==> config.mk <==
export PLATFORM = sky130hd
export DESIGN_NAME = fetch_unit
export DESIGN_NICKNAME = d
export VERILOG_FILES = /design/src/rtl/fetch_unit.sv
export SDC_FILE = /design/constraint.sdc
export NUM_CORES = 1
export LEC_CHECK = 0
export BUFFER_PORTS_ARGS = -buffer_cell sky130_fd_sc_hd__buf_2
export CORE_MARGIN = 2
export CORE_UTILIZATION = 61
export CTS_CLUSTER_DIAMETER = 200
export DETAILED_ROUTE_END_ITERATION = 16
export GPL_TIMING_DRIVEN = 0
export PLACE_DENSITY = 0.86
export SLEW_MARGIN = 20
export SYNTH_ARGS = -nofsm -noshare
export SYNTH_HDL_FRONTEND = slang
export SYNTH_SLANG_ARGS = --single-unit
==> constraint.sdc <==
create_clock -name clk -period 5.99 [get_ports clk]
set_input_delay 1.198 -clock clk [delete_from_list [all_inputs] [get_ports clk]]
set_output_delay 1.198 -clock clk [all_outputs]
set_load 0.1 [all_outputs]
==> src/rtl/fetch_unit.sv <==
// Instruction fetch: PC, imem valid/ready requests, in-order responses into a decode FIFO.
// Define FETCH_ALIGN_CHECK_EN to halt on misaligned redirect targets (default: low bits forced to 0).
module fetch_unit #(
    parameter int unsigned             INSTR_WIDTH = 32,
    parameter logic [INSTR_WIDTH-1:0]  RESET_PC    = '0,
    parameter int unsigned             BUF_DEPTH   = 2
) (
    input  logic                   clk,
    input  logic                   rst_n,
    output logic                   imem_req_valid,
    input  logic                   imem_req_ready,
    output logic [INSTR_WIDTH-1:0] imem_req_addr,
    input  logic                   imem_rsp_valid,
    input  logic [INSTR_WIDTH-1:0] imem_rsp_data,
    input  logic                   redirect_valid,
    input  logic [INSTR_WIDTH-1:0] redirect_pc,
    output logic                   id_valid,
    input  logic                   id_ready,
    output logic [INSTR_WIDTH-1:0] id_instr,
    output logic [INSTR_WIDTH-1:0] id_pc,
    output logic                   fetch_misalign
);

    localparam int unsigned PW = $clog2(BUF_DEPTH);
    localparam int unsigned CW = PW + 1;
    localparam logic [CW:0] DEPTH = (CW+1)'(BUF_DEPTH);

    logic [INSTR_WIDTH-1:0] pc;
    logic [INSTR_WIDTH-1:0] fifo_pc    [BUF_DEPTH];
    logic [INSTR_WIDTH-1:0] fifo_instr [BUF_DEPTH];
    logic [INSTR_WIDTH-1:0] pcq        [BUF_DEPTH];
    logic [PW-1:0]          f_rd, f_wr, q_rd, q_wr;
    logic [CW-1:0]          fifo_cnt, live_cnt, drop_cnt;
    logic [INSTR_WIDTH-1:0] target;
    logic                   halted;
    logic                   req_fire, rsp_drop, rsp_keep, id_fire;

`ifdef FETCH_ALIGN_CHECK_EN
    typedef enum logic {FETCH_RUN, FETCH_HALT} fstate_t;
    fstate_t                fstate;
    logic [INSTR_WIDTH-1:0] halt_pc;

    assign halted         = (fstate == FETCH_HALT);
    assign fetch_misalign = halted;
    assign target         = redirect_pc;
    assign id_pc          = halted ? halt_pc : fifo_pc[f_rd];

    always_ff @(posedge clk or negedge rst_n) begin
        if (!rst_n) begin
            fstate  <= FETCH_RUN;
            halt_pc <= '0;
        end else if (redirect_valid) begin
            fstate  <= (redirect_pc[1:0] != 2'b00) ? FETCH_HALT : FETCH_RUN;
            halt_pc <= redirect_pc;
        end
    end
`else
    assign halted         = 1'b0;
    assign fetch_misalign = 1'b0;
    assign target         = redirect_pc & ~INSTR_WIDTH'(3);
    assign id_pc          = fifo_pc[f_rd];
`endif

    // Issue reserves FIFO space for every kept request, so pushes never overflow.
    assign imem_req_valid = rst_n && !redirect_valid && !halted
                            && (({1'b0, fifo_cnt} + {1'b0, live_cnt}) < DEPTH)
                            && (({1'b0, live_cnt} + {1'b0, drop_cnt}) < DEPTH);
    assign imem_req_addr  = pc;
    assign id_valid       = (fifo_cnt != '0) && !redirect_valid && !halted;
    assign id_instr       = fifo_instr[f_rd];

    assign req_fire = imem_req_valid && imem_req_ready;
    assign rsp_drop = imem_rsp_valid && (drop_cnt != '0);
    assign rsp_keep = imem_rsp_valid && (drop_cnt == '0) && (live_cnt != '0);
    assign id_fire  = id_valid && id_ready;

    always_ff @(posedge clk or negedge rst_n) begin
        if (!rst_n) begin
            pc       <= RESET_PC;
            f_rd     <= '0;
            f_wr     <= '0;
            q_rd     <= '0;
            q_wr     <= '0;
            fifo_cnt <= '0;
            live_cnt <= '0;
            drop_cnt <= '0;
            for (int unsigned i = 0; i < BUF_DEPTH; i++) begin
                fifo_pc[i]    <= '0;
                fifo_instr[i] <= '0;
                pcq[i]        <= '0;
            end
        end else if (redirect_valid) begin
            // Kept requests become dropped; a response this cycle retires one of them.
            pc       <= target;
            f_rd     <= '0;
            f_wr     <= '0;
            q_rd     <= '0;
            q_wr     <= '0;
            fifo_cnt <= '0;
            live_cnt <= '0;
            drop_cnt <= drop_cnt + live_cnt
                        - CW'(imem_rsp_valid && ((drop_cnt != '0) || (live_cnt != '0)));
        end else begin
            if (req_fire) begin
                pc        <= pc + INSTR_WIDTH'(4);
                pcq[q_wr] <= pc;
                q_wr      <= q_wr + PW'(1);
            end
            if (rsp_drop)
                drop_cnt <= drop_cnt - CW'(1);
            if (rsp_keep) begin
                fifo_pc[f_wr]    <= pcq[q_rd];
                fifo_instr[f_wr] <= imem_rsp_data;
                f_wr             <= f_wr + PW'(1);
                q_rd             <= q_rd + PW'(1);
            end
            live_cnt <= live_cnt + CW'(req_fire) - CW'(rsp_keep);
            if (id_fire)
                f_rd <= f_rd + PW'(1);
            if (rsp_keep && !id_fire)
                fifo_cnt <= fifo_cnt + CW'(1);
            else if (!rsp_keep && id_fire)
                fifo_cnt <= fifo_cnt - CW'(1);
        end
    end

endmodule

==> flow_summary.ini <==
[run_status]
status = finished, final reports clean

[clocking]
cts_buffer_depth = 3
path_clk_slew_ns = 0.06
cts_tree = built
cts_hold_buf = 0
cts-root-buf = clkbuf_16
cts_setup_buffers = 0
cts_buffers = 23
htreeDepth = 1
cts.sink_count = 224
clock_latency_ns = 0.50
post_cts_resize_count = 0

[power_and_ir_drop]
p_sw_mw = 3.063
power.internal_mw = 3.441
switching_share_pct = 47.09
power_frac_comb_pct = 45.5
power_frac_clock_pct = 20.8
p_per_area_mw_per_mm2 = 530.9
finalPower_mw = 6.504
p_seq_share_pct = 33.7
leakage_nw = 5.827
vdd_drop_max_v = 0.0003267

[routing]
remaining_drc_errors = 0
drtIter0Drc = 586
vias = 7848
ant_nets = 0
dr.pass1.iters = 6
routed_via_density = 6.018
drt_wl_total_um = 25180
post_drt_wl_per_cell_um = 19.31

[layout]
drive_gt1_share_pct = 36.44
n_antenna_cell = 0
nFillCells = 1111
synthToLayoutAreaGrowth_pct = 17.99
instances_no_fill = 1304
fin_nets = 1148

[grt]
gr-usage-all-layers_pct = 27.64
grt_max_degree = 105
grt_pass1_wl_um = 39800
grt_pass1_vias = 7823
gr-total-overflow = 0
antenna_found_initial = 0

[yosys]
synth_top_cell_by_area = dfrtp_1
yosysWarningCount = 0
synth_area_mm2 = 0.01038
ys_types = 55
synth.area.top_cells = dfrtp_1 54%, mux2_2 20%, a21oi_1 3.2%
async_reset_ff_share_pct = 100.0
synthCells = 877
seq_area_frac_synth_pct = 53.98
syn-mean-instance-area_um2 = 11.84
yosysTopAreaCellShare_pct = 53.98
ys.flop_type = dfrtp_1
synth_edf_count = 0
synth_seq_cells = 224

[placement]
dp_hpwl_um = 17090
place_ws_ns = 1.502
routabilityCongestion = 0.9083
placedCellCount = 1264
io_buffers = 161

[sta]
hold_slack_ns = 0.4990
finalSetupViolCount = 0
slew_violations = 0
final.period_utilization_pct = 73.00
min_period_ns = 4.373
worst_slack_ns = 1.617
hold_viol_final = 0
skew_ns = 0.02101
rsz0062_at_grt = false
tightest_slew_ns = 0.9295
fmax_ghz = 0.2287
setup_tns_ns = 0
relSlewSlack_pct = 37.46

[floorplanning]
dieArea_mm2 = 0.01808
start_util_pct = 62.62
die_x_um = 134.5
core_area_mm2 = 0.01658
rows = 47
dieHeight_um = 134.5
io_pins = 169

[run]
maxCapViolCount = 0

[worst_setup_path]
cp.arrival_ns = 3.17
path_max_fanout = 104
cp-end-kind = output pin
critPathRequiredTime_ns = 4.79
start_kind = input pin
crit_type = in -> out

[worst_hold_path]
hp-class = reg -> reg
[path summary, 6_finish.rpt]
check | start | endpoint | slack (ns) | cells after the start
worst min register to register | pcq[62]$_DFFE_PN0P_ | pcq[62]$_DFFE_PN0P_ | 0.50 | 1
min in group asynchronous | rst_n | fifo_instr[49]$_DFFE_PN0P_ | 0.60 | 1
worst min-delay path | pcq[62]$_DFFE_PN0P_ | pcq[62]$_DFFE_PN0P_ | 0.50 | 1
worst max register to register | live_cnt[0]$_DFF_PN0_ | live_cnt[1]$_DFF_PN0_ | 2.59 | 13
max in group asynchronous | rst_n | fifo_pc[48]$_DFFE_PN0P_ | 4.21 | 3
worst max-delay path | rst_n | imem_req_valid | 1.62 | 5
[flip-flops by register name, indices dropped and copies added, names as in the netlist]
| name | flops |
|---|---|
| q_wr | 1 |
| live_cnt | 2 |
| pcq | 60 |
| f_rd | 1 |
| imem_req_addr | 30 |
| f_wr | 1 |
| fifo_cnt | 2 |
| drop_cnt | 2 |
| fifo_instr | 64 |
| fifo_pc | 60 |
| q_rd | 1 |
[layer usage]
layer / vias to the layer above / global-route usage (%) / wire length, um
met4: 0 / 8.187 / 537
li1: 3529 / - / -
met2: 372 / 45.41 / 11920
met5: - / 0 / 0
met3: 44 / 4.842 / 2203
met1: 3903 / 38.23 / 10520
[synth_stat cells, types with 10 or more instances]
library cell    n
dfrtp_1       224
mux2_2        182
nor2_1         85
a21oi_1        66
clkbuf_1       41
mux2i_1        30
nand2_1        27
nand3_1        23
inv_1          17
nand4_1        16
o21ai_0        10
or4_1          10
[power groups by stage]
stage	clock network (mW)	logic [mW]	registers (mW)
global placement	0	2.89	2.17
CTS	1.38	2.96	2.19
finish	1.35	2.96	2.19
floorplan	0	2.32	2.30
detailed placement	0	2.93	2.20
global route	1.44	3.08	2.23
[layout by cell type (no fill, tap or decap), drive strengths merged, types with 3 or more instances in the layout]
master / n
xnor2: 9
a31oi: 9
nand4: 16
and2: 7
xor2: 4
o211ai: 3
nor3: 4
inv: 18
a22oi: 3
and3: 6
o31a: 4
a21oi: 66
dfrtp: 224
o21ai: 10
nand2: 27
mux2i: 30
clkbuf: 79
o31ai: 7
nor4: 9
nor2b: 4
buf: 186
mux2: 187
nor2: 86
nand3: 23
conb: 5
ha: 7
or4: 11
o311ai: 9
[kinds of logic after synthesis]
group           after synthesis  synth area share, %
buf+inv                      82                3.326
compound gates              124                7.350
flops                       224                53.98
other cells                   1              0.03611
fa+ha+maj                     9                1.229
mux                         217                23.17
xor+xnor                     13                1.097
simple gates                207                9.808
[cell type report]
type                            instances  area [um2]  area share, %
Buffer                                 64       277.8          2.267
Clock buffer                           38       671.9          5.484
Clock inverter                          2       35.03         0.2859
Inverter                               18       67.56         0.5515
Multi-Input combinational cell        575        4448          36.31
Sequential cell                       224        5605          45.75
Tap cell                              220       275.3          2.247
Timing Repair Buffer                  163       870.8          7.108
[worst max-delay path: stages]
cell     delay, ns
buf_8         0.30
buf_16        0.36
buf_16        0.43
nor3b_1       0.31
buf_2         0.48
[per-stage QoR]
stage / util [%] / instance area [um2]
6_report: 73.88 / 12250
5_1_grt: 73.88 / 12250
4_1_cts: 73.88 / 12250
3_5_place_dp: 69.62 / 11540
3_3_place_gp: 69.22 / 11480
2_1_floorplan: - / 10400
(Power assumes the default switching activity.)
